$ cat config.mk
export PLATFORM = sky130hd
export DESIGN_NAME = load_store_unit
export DESIGN_NICKNAME = d
export VERILOG_FILES = /design/src/rtl/load_store_unit.sv
export SDC_FILE = /design/constraint.sdc
export NUM_CORES = 1
export LEC_CHECK = 0
export BUFFER_PORTS_ARGS = -buffer_cell sky130_fd_sc_hd__buf_2
export CAP_MARGIN = 15
export CORE_UTILIZATION = 30
export CTS_CLUSTER_DIAMETER = 60
export DETAILED_ROUTE_END_ITERATION = 10
export GPL_ROUTABILITY_DRIVEN = 0
export PLACE_DENSITY = 0.62
export SLEW_MARGIN = 15
export SYNTH_ARGS = -nofsm -noshare
export SYNTH_HDL_FRONTEND = slang
export SYNTH_SLANG_ARGS = --single-unit
$ cat constraint.sdc
create_clock -name clk -period 10.1 [get_ports clk]
set_input_delay 1.01 -clock clk [delete_from_list [all_inputs] [get_ports clk]]
set_output_delay 1.01 -clock clk [all_outputs]
set_load 0.005 [all_outputs]
$ cat src/rtl/load_store_unit.sv
// load_store_unit: memory stage that follows the ALU. Runs one RV32I load or
// store at a time over a req/ack data-memory port and returns the extended
// load value to writeback.
//
// Ports
//   clk, rst                  clock, asynchronous active-high reset
//   valid_in / ready_out      op handshake from execute (ready only in IDLE)
//   is_store, funct3          op type and RV32I width code
//   alu_result                effective address
//   store_data                rs2 value for stores
//   rd_in                     destination register for loads
//   mem_req/mem_we/mem_addr   bus request, write enable, word address
//   mem_wdata/mem_be          lane-replicated store data, byte enables
//   mem_ack/mem_rdata         bus completion and read word (same cycle)
//   wb_valid/wb_rd/wb_data    load writeback pulse, register, value
//   store_done                store completion pulse
//   misaligned/illegal        reject pulses
//
// state | meaning
// IDLE  | ready for a new op; rejects are flagged from here
// BUS   | request on the bus, waiting for mem_ack
// DONE  | completion pulse cycle, then back to IDLE
module load_store_unit (
  input  logic        clk,
  input  logic        rst,
  input  logic        valid_in,
  output logic        ready_out,
  input  logic        is_store,
  input  logic [2:0]  funct3,
  input  logic [31:0] alu_result,
  input  logic [31:0] store_data,
  input  logic [4:0]  rd_in,
  output logic        mem_req,
  output logic        mem_we,
  output logic [31:0] mem_addr,
  output logic [31:0] mem_wdata,
  output logic [3:0]  mem_be,
  input  logic        mem_ack,
  input  logic [31:0] mem_rdata,
  output logic        wb_valid,
  output logic [4:0]  wb_rd,
  output logic [31:0] wb_data,
  output logic        store_done,
  output logic        misaligned,
  output logic        illegal
);

  typedef enum logic [1:0] {IDLE, BUS, DONE} state_t;

  state_t      state;
  logic [31:0] addr_q;
  logic [31:0] data_q;
  logic [4:0]  rd_q;
  logic [2:0]  f3_q;
  logic        st_q;

  logic        legal_in;
  logic        misal_in;
  logic [31:0] wdata_steer;
  logic [3:0]  be_steer;
  logic [7:0]  byte_sel;
  logic [15:0] half_sel;
  logic [31:0] load_ext;

  // Decode of the incoming op, used only for the accept/reject decision.
  always_comb begin
    legal_in = 1'b0;
    misal_in = 1'b0;
    if (is_store)
      legal_in = (funct3 == 3'b000) || (funct3 == 3'b001) || (funct3 == 3'b010);
    else
      legal_in = (funct3 == 3'b000) || (funct3 == 3'b001) || (funct3 == 3'b010) ||
                 (funct3 == 3'b100) || (funct3 == 3'b101);
    case (funct3[1:0])
      2'b01:   misal_in = alu_result[0];
      2'b10:   misal_in = |alu_result[1:0];
      default: misal_in = 1'b0;
    endcase
  end

  // Store steering and load extraction work off the latched op so the bus
  // outputs never depend on live inputs.
  always_comb begin
    wdata_steer = data_q;
    be_steer    = 4'b1111;
    case (f3_q[1:0])
      2'b00: begin
        wdata_steer = {4{data_q[7:0]}};
        be_steer    = 4'b0001 << addr_q[1:0];
      end
      2'b01: begin
        wdata_steer = {2{data_q[15:0]}};
        be_steer    = 4'b0011 << addr_q[1:0];
      end
      default: begin
        wdata_steer = data_q;
        be_steer    = 4'b1111;
      end
    endcase
  end

  always_comb begin
    byte_sel = mem_rdata[7:0];
    case (addr_q[1:0])
      2'b00:   byte_sel = mem_rdata[7:0];
      2'b01:   byte_sel = mem_rdata[15:8];
      2'b10:   byte_sel = mem_rdata[23:16];
      default: byte_sel = mem_rdata[31:24];
    endcase
    half_sel = addr_q[1] ? mem_rdata[31:16] : mem_rdata[15:0];
    case (f3_q[1:0])
      2'b00:   load_ext = f3_q[2] ? {24'h0, byte_sel} : {{24{byte_sel[7]}}, byte_sel};
      2'b01:   load_ext = f3_q[2] ? {16'h0, half_sel} : {{16{half_sel[15]}}, half_sel};
      default: load_ext = mem_rdata;
    endcase
  end

  assign ready_out = (state == IDLE);
  assign mem_req   = (state == BUS);
  assign mem_we    = st_q;
  assign mem_addr  = {addr_q[31:2], 2'b00};
  assign mem_wdata = wdata_steer;
  assign mem_be    = st_q ? be_steer : 4'b0000;
  assign wb_rd     = rd_q;

  always_ff @(posedge clk or posedge rst) begin
    if (rst) begin
      state      <= IDLE;
      addr_q     <= '0;
      data_q     <= '0;
      rd_q       <= '0;
      f3_q       <= '0;
      st_q       <= 1'b0;
      wb_valid   <= 1'b0;
      wb_data    <= '0;
      store_done <= 1'b0;
      misaligned <= 1'b0;
      illegal    <= 1'b0;
    end else begin
      wb_valid   <= 1'b0;
      store_done <= 1'b0;
      misaligned <= 1'b0;
      illegal    <= 1'b0;
      case (state)
        IDLE: begin
          if (valid_in) begin
            // An illegal code takes priority over a misaligned address.
            if (!legal_in) begin
              illegal <= 1'b1;
            end else if (misal_in) begin
              misaligned <= 1'b1;
            end else begin
              addr_q <= alu_result;
              data_q <= store_data;
              rd_q   <= rd_in;
              f3_q   <= funct3;
              st_q   <= is_store;
              state  <= BUS;
            end
          end
        end
        BUS: begin
          if (mem_ack) begin
            if (st_q) begin
              store_done <= 1'b1;
            end else begin
              wb_valid <= 1'b1;
              wb_data  <= load_ext;
            end
            state <= DONE;
          end
        end
        DONE:    state <= IDLE;
        default: state <= IDLE;
      endcase
    end
  end

endmodule
Word-level counts from Yosys, hierarchy flattened
Index checks and enable logic that the tools add are counted.
{"block": "word_totals", "regBits": 111, "inputBits": 109, "output_inout_bits": 112, "wordCells": 69}
{"block": "classes", "n_eq_ne": 14, "n_shift": 2, "mux": 28, "bitwise_logic": 2, "reduce_logical": 12}
{"op": "one-hot mux 32 bit (2 select lines)", "count": 2}
{"op": "two-way mux 32 bit", "count": 2}
{"op": "one-hot mux 8 bit (3 select lines)", "count": 1}
{"op": "two-way mux 16 bit", "count": 1}
{"op": "two-way mux 1 bit", "count": 14}
{"op": "== test 2 x 1 -> 1 bit (second input constant)", "count": 4}
{"op": "two-way mux 2 bit", "count": 4}
{"op": "one-hot mux 4 bit (2 select lines)", "count": 1}
{"op": "AND reduction 4 bit", "count": 2}
{"op": "== test 3 bit (second input constant)", "count": 2}
{"op": "logical NOT 2 bit", "count": 3}
{"op": "== test 2 bit (second input constant)", "count": 2}
{"op": "logical OR 1 bit", "count": 4}
{"op": "two-way mux 4 bit", "count": 1}
{"op": "!= test 2 x 1 -> 1 bit (second input constant)", "count": 2}
{"op": "!= test 2 bit (second input constant)", "count": 2}
{"op": "one-hot mux 2 bit (2 select lines)", "count": 1}
{"op": "left shift 1 x 2 -> 4 bit (first input constant)", "count": 1}
{"op": "left shift 2 x 2 -> 4 bit (first input constant)", "count": 1}
{"op": "== test 3 x 1 -> 1 bit (second input constant)", "count": 1}
{"op": "== test 3 x 2 -> 1 bit (second input constant)", "count": 1}
{"op": "logical NOT 3 bit", "count": 1}
{"op": "AND reduction 3 bit", "count": 1}
{"op": "inverter 1 bit", "count": 2}
{"op": "2 further kinds", "count": 2}

Depth between registers and ports, before layout
Gate-level depths: netlist of the first run.
{"block": "depth", "depth_word": 9, "ltp_mapped": 8}

Worst setup path after synthesis of the first run
OpenSTA, ideal clock, no wires.
{"block": "synth_path", "path_kind": "input to register", "from": "in valid_in", "to": "reg addr_q[0]", "setup_time_ps": 125, "arrival_ps": 2401, "path_slack_ps": 7574, "cell_stages": 6, "n_path_buf": 2, "cell_sequence": "or3b_1 -> a221o_1 -> nor2b_4 -> buf_12 -> buf_12 -> mux2_4"}
{"block": "synth_via", "elab_chain_len": 1}
{"item": "start: declaration", "line": "26", "rtl": "input logic valid_in,"}
{"item": "AND reduction 4 bit (no source line)"}
{"item": "end signal: assignment", "line": "153", "rtl": "addr_q <= alu_result;"}
{"item": "end: declaration", "line": "51", "rtl": "logic [31:0] addr_q;"}
No other way between the ends.
A chain may end at the register's enable or synchronous reset.

Worst setup path in the final report of the first run
{"block": "layout_path", "from": "reg f3_q[1]", "to": "out mem_wdata[9]"}
{"block": "layout_via", "elab_chain_len": 2, "elab_cells_between_ends": 3, "classes_between": "eq/ne (1); mux (1); reduce/logical (1)"}
{"item": "start: declaration", "line": "54", "rtl": "logic [2:0] f3_q;"}
{"item": "start signal: assignment", "line": "156", "rtl": "f3_q <= funct3;"}
{"item": "== test 2 x 1 -> 1 bit / logical NOT 2 bit (equally long branches)", "line": "86", "rtl": "case (f3_q[1:0])"}
{"item": "one-hot mux 32 bit (2 select lines) *", "line": "86"}
{"item": "end: declaration", "line": "36", "rtl": "output logic [31:0] mem_wdata,"}
Mark *: on every way between the ends. The rest lies on a longest branch, timed or not.

==> metrics, run 1 <==
Initial Utilization=30.56%; via count=4110; syn_area_per_cell=12.10 um2; Final Critical Period=3455 ps; DRT antenna net count=0; cts hold-fix bufs=0; Setup TNS=0 ps; Critical Path RT=9090 ps; CP endpoint kind=primary output; Max VDD drop=0.09613 mV; cts repair resizes=0; largest net degree at the start of global routing=63; Pwr Total=1.821 mW; total grt overflow=0; vias in the first global route=4119; DRC viols=0; All-Layer GR Usage=14.78%; Vias/cell=4.681; postcts setup bufs=0; layout cells sized above 1=52.02%; nets=751; Hold/Removal Path Class=reg -> reg; sequential share of the synthesized area=48.75%; placed insts=861; critical path type=reg -> out; FMAX=289.4 MHz; CP max FO=62; initial antenna violation count=0; sequential power share=40.8%; largest area contributor in the netlist=dfrtp_1; setup violators final=0; Area contributors post-synth=dfrtp_1, mux2_4, mux2_2, buf_4, buf_12; hpwl dp=10020 um; worst slew pin tran=1015 ps; total iterations of the first detailed-routing run=6; die width=139.8 um; CTS Root Cell=clkbuf_16; I/O pin count=221; cell count after synthesis=471; Sw Ratio=33.95%; part of the cycle the worst path needs=34.21%; post-synth top area share=48.75%; PortBufs=218; Worst EP arrival=2450 ps; Ant. Diodes=0; Clock transition at path regs=80 ps; RSZ-0062 raised after global routing=no; Fill cells=1863; Slew Viols, Final=0; slew margin rel.=32.26%; worst skew pair latency=360 ps; clock buffer depth=2; fin util=37.07%; Core Area=18640 um2; H-tree Lvls=3; TritonCTS buffer count=9; Pint=1.203 mW; library cells used by synthesis=39; first-pass GRT wire length=22380 um; Leak=3.413 nW; Die Area=19550 um2; CP Launch Type=flop; DRT Wirelength=13960 um; synthesis-stage register bit count=111; CTS tree=done; YS warnings=0; Area Overhead vs Synth=21.30%; Die Ht=139.8 um; Max Cap Viol=0; pwr/cell area=263.5 nW/um2; Initial DRC Count=159; combinational share of power=40.2%; clk sinks=111; switching power=618.4 uW; Clock power frac=19.0%; outcome=complete, no violations; Final Non-Filler Cells=878; row cnt=50; clk_skew=14.26 ps; drt wl/cell=15.90 um; Hold Vio Cnt, Final=0; cell area after synthesis=5698 um2
logic make-up (layout without fill, tap and decap cells):
family          Yosys count  count (layout)  share of synthesized area, %
buf+inv                  76             248                         9.794
mux                     103             103                         24.02
other cells               1               2                       0.06581
fa+ha+maj                 3               3                        0.6588
flops                   111             111                         48.75
compound gates           92              92                         10.12
simple gates             85              85                         6.588
cell type report:
class                           instances  area [um2]  share of cell area [%]
Timing Repair Buffer                  224        1156                   16.73
Multi-Input combinational cell        285        2366                   34.23
Sequential cell                       111        2779                   40.21
Inverter                                8       32.53                  0.4707
Clock buffer                           10       239.0                   3.458
Clock inverter                          6       46.29                  0.6698
Tap cell                              234       292.8                   4.236
cell usage in the layout (no fill, tap or decap), types with 3 or more instances in the layout:
cell | Yosys | final
a211o_1 | 6 | 6
a21o_1 | 3 | 3
a21oi_1 | 27 | 27
a22o_1 | 4 | 4
a22oi_1 | 7 | 7
buf_2 | 4 | 218
buf_4 | 41 | 5
clkbuf_16 | 0 | 9
clkinv_4 | 0 | 3
dfrtp_1 | 111 | 110
ha_1 | 3 | 3
inv_1 | 8 | 7
mux2_2 | 30 | 30
mux2_4 | 60 | 60
mux2i_1 | 13 | 13
nand2_1 | 36 | 36
nand2b_1 | 3 | 3
nor2_1 | 31 | 31
nor2b_1 | 3 | 3
o21a_1 | 3 | 3
o21ai_0 | 28 | 28
o221ai_1 | 6 | 6
cells in the mapped netlist:
cell        n
o22ai_1     2
a211oi_1    1
and3_1      1
and2_1      1
a31oi_1     1
nand2b_1    3
mux2_2     30
a21oi_1    27
o21a_1      3
buf_2       4
a22o_1      4
a22oi_1     7
a211o_1     6
o221ai_1    6
nor2b_4     1
nor3_1      2
clkbuf_1   14
buf_12      7
nor2_1     31
a21o_1      3
nand3_1     2
conb_1      1
a21boi_0    1
or3b_1      1
ha_1        3
nand2_1    36
inv_1       8
nand3b_1    2
buf_1       2
a221o_1     2
or3b_2      1
a21bo_2     1
nor2b_1     3
nor3b_1     1
buf_4      41
mux2i_1    13
o21ai_0    28
dfrtp_1   111
mux2_4     60
registers in the layout, summed over array words and instances, names as in the netlist, 2 cells and up:
| name | count |
|---|---|
| addr_q | 32 |
| data_q | 32 |
| f3_q | 3 |
| state | 2 |
| wb_data | 32 |
| wb_rd | 5 |
power groups by stage:
stage	combinational [mW]	clock, mW	sequential, mW
2_1_floorplan	0.531	0	0.719
3_5_place_dp	0.740	0	0.751
5_1_grt	0.810	0.379	0.770
6_report	0.732	0.347	0.743
4_1_cts	0.743	0.363	0.746
3_3_place_gp	0.731	0	0.749
path summary, 6_finish.rpt:
check                            from  depth (start not counted)           end  slack [ps]
max in group asynchronous         rst                          3       f3_q[1]        8130
setup / recovery              f3_q[1]                          4  mem_wdata[9]        6640
min in group asynchronous         rst                          2    addr_q[17]         730
hold reg to reg            wb_data[3]                          2    wb_data[3]         480
hold / removal             wb_data[3]                          2    wb_data[3]         480
setup reg to reg             state[0]                          5     data_q[0]        7170
critical path, stage by stage, from the launching register on:
cell	delay (ps)
dfrtp_2	390
buf_4	320
nor2_1	800
mux2_2	410
buf_2	140
layer usage:
| layer | track usage, % | up-vias | part of all wire (%) |
|---|---|---|---|
| met5 | 0 | - | 0 |
| met4 | 6.304 | 0 | 1.9 |
| met3 | 3.166 | 15 | 5.2 |
| met2 | 23.08 | 148 | 46 |
| met1 | 19.73 | 1999 | 47 |
| li1 | - | 1948 | - |
stage by stage:
step	worst slack [ps]	hold WS, ps	instance area, um2
detailed placement	5975	467.3	6599
finish	6645	481.3	6912
floorplan	6159	473.3	5702
global route	6500	520.8	6912
CTS	6359	486.2	6884
global placement	6011	468.7	6599
No activity file was read; power rests on OpenSTA's default activity.
==> inputs of run 2 (changes only) <==
--- a/config.mk
+++ b/config.mk
@@ -11,7 +11,7 @@
 export CTS_CLUSTER_DIAMETER = 60
 export DETAILED_ROUTE_END_ITERATION = 10
 export GPL_ROUTABILITY_DRIVEN = 0
-export PLACE_DENSITY = 0.62
+export PLACE_DENSITY = 0.64
 export SLEW_MARGIN = 15
 export SYNTH_ARGS = -nofsm -noshare
 export SYNTH_HDL_FRONTEND = slang
==> constraint.sdc (replaced) <==
create_clock -name clk -period 2.8 [get_ports clk]
set_input_delay 0.28 -clock clk [delete_from_list [all_inputs] [get_ports clk]]
set_output_delay 0.28 -clock clk [all_outputs]
set_load 0.005 [all_outputs]
==> run 2 against run 1 <==
Compared with the run above:
- final cell count increased by 1.0%
- die area unchanged
- first-iteration DRC count down 13%
- critical path depth decreased by 1
- critical path type unchanged
- largest power group unchanged
- global-route usage shrank 0.11 points
- sequential share of layout area fell by 0.49 points
- core utilization up 0.46 points
==> metrics, run 2 (synthesis results as in run 1) <==
outcome=complete, no violations; drt wl/cell=15.81 um (-0.57%); placed insts=870 (+1.0%); FMAX=455.9 MHz; Ant. Diodes=0 (unchanged); CTS Root Cell=clkbuf_16; vias in the first global route=4149 (+0.73%); sequential power share=41.9% (+1.1 points); Initial DRC Count=138 (-13%); combinational share of power=39.2% (-1.0 points); worst skew pair latency=350 ps (about the same); CP endpoint kind=primary output; Final Non-Filler Cells=887 (+1.0%); Hold/Removal Path Class=in -> reg; part of the cycle the worst path needs=78.34%; worst slew pin tran=671.3 ps (-343.7 ps); Slew Viols, Final=0 (unchanged); reg-to-reg endpoint=addr_q[31]; Sw Ratio=33.98% (about the same); largest net degree at the start of global routing=62 (-1.6%); first-pass GRT wire length=22400 um (about the same); Worst EP arrival=1910 ps (-540 ps); Pint=4.348 mW (+260%); fin util=37.53% (+0.46 points); RSZ-0062 raised after global routing=no; DRT antenna net count=0 (unchanged); clk sinks=111 (unchanged); nets=760 (+1.2%); Leak=3.448 nW (+1.0%); Initial Utilization=30.56% (unchanged); Pwr Total=6.586 mW (+260%); Clock transition at path regs=80 ps (about the same); initial antenna violation count=0 (unchanged); die width=139.8 um (unchanged); All-Layer GR Usage=14.67% (-0.11 points); total iterations of the first detailed-routing run=5 (-1); switching power=2.238 mW (+260%); Vias/cell=4.645 (-0.77%); layout cells sized above 1=52.53% (+0.51 points); total grt overflow=0 (unchanged); via count=4120 (+0.24%); Max VDD drop=0.3987 mV (+310%); Critical Path Sink=mem_wdata[20]; commonest non-fill, non-tap cell in the layout=buf_2; Critical Path RT=2520 ps (-6570 ps); CTS tree=done; slew margin rel.=55.25% (+23 points); CP Launch Type=flop; I/O pin count=221 (unchanged); clk_skew=8.459 ps (-5.800 ps); pwr/cell area=941.3 nW/um2 (+260%); CP max FO=31 (-50%); Die Ht=139.8 um (unchanged); Setup TNS=0 ps (unchanged); worst hold margin=153.5 ps (-327.9 ps); Area Overhead vs Synth=22.79%; Max Cap Viol=0 (unchanged); Fill cells=1837 (-1.4%); hpwl dp=10270 um (+2.5%); cts repair resizes=0 (unchanged); critical path type=reg -> out; Hold Vio Cnt, Final=0 (unchanged); R2R depth=5 (unchanged); clock buffer depth=2 (unchanged); Final Critical Period=2194 ps; row cnt=50 (unchanged); Die Area=19550 um2 (unchanged); setup violators final=0 (unchanged); most frequent cells in the layout=buf_2, dfrtp_1, mux2_4; Reg2Reg Setup Slack=700 ps (-6470 ps); PortBufs=218 (unchanged); Top Registers=addr_q (32), data_q (32), wb_data (32); TritonCTS buffer count=9 (unchanged); DRC viols=0 (unchanged); Core Area=18640 um2 (unchanged); DRT Wirelength=14030 um (+0.45%); FF-to-FF Start=state[0]; crit path from=f3_q[1]; Clock power frac=18.8% (-0.2 points); H-tree Lvls=3 (unchanged)
-- run 2: cell types whose count changed in the layout (fill, tap and decap cells not counted) --
cell / previous run / this run
buf_12: 0 / 3
buf_16: 1 / 0
buf_4: 5 / 11
clkbuf_8: 1 / 0
clkinv_2: 1 / 0
clkinv_4: 3 / 1
clkinvlp_4: 2 / 5
dlygate4sd3_1: 0 / 1
inv_4: 1 / 0
inv_6: 0 / 2
-- run 2: critical path, cell delays in order, from the launching register on --
cell and delay (ps):
dfrtp_2 710, buf_4 350, mux2_2 370, buf_2 130
-- run 2: area by class of cell --
cell class                 instances  area, um2  share of cell area, %
clock buffer                       9      225.2                  3.219
timing repair buffer             233       1244                  17.78
inverter                           8      33.78                 0.4828
multi-input combinational        285       2366                  33.82
clock inverter                     7      56.30                 0.8047
tap                              234      292.8                  4.185
sequential                       111       2779                  39.72
-- run 2: worst min path at each step --
stage | startpoint | to | slack, ps | cells after the start
2_1_floorplan | mem_ack | state[1] | 410 | 1
3_3_place_gp | rst | addr_q[12] | 280 | 2
3_5_place_dp | rst | addr_q[14] | 280 | 2
4_1_cts | store_data[11] | data_q[11] | 130 | 2
5_1_grt | alu_result[22] | addr_q[22] | 130 | 2
6_report | store_data[11] | data_q[11] | 150 | 2
-- run 2: metal layers --
layer,share of wire [%],wire (um),vias up,GRT usage [%]
li1,-,-,1952,-
met2,47,6568,172,23.63
met1,44,6176,1976,18.47
met3,6.9,972,20,4.267
met4,2.2,309,0,5.726
met5,0,0,-,0
-- run 2: timing repair --
item | CTS | global route
setup buffers | 0 | 0
hold buffers | 1 | 0
endpoints found under the hold margin | 14 | 0
-- run 2: per-stage QoR --
step | instance area (um2) | setup WS [ps]
3_5_place_dp | 6705 | 706.9
5_1_grt | 6997 | 435.8
3_3_place_gp | 6705 | 732.9
6_report | 6997 | 606.4
4_1_cts | 6997 | 508.6
2_1_floorplan | 5705 | 888.9
-- run 2: power by group through the flow --
| stage | Clock [mW] | Combinational [mW] | Sequential (mW) |
|---|---|---|---|
| 2_1_floorplan | 0 | 1.92 | 2.59 |
| 3_3_place_gp | 0 | 2.57 | 2.80 |
| 3_5_place_dp | 0 | 2.61 | 2.79 |
| 4_1_cts | 1.31 | 2.62 | 2.78 |
| 5_1_grt | 1.34 | 2.85 | 2.87 |
| 6_report | 1.24 | 2.58 | 2.76 |
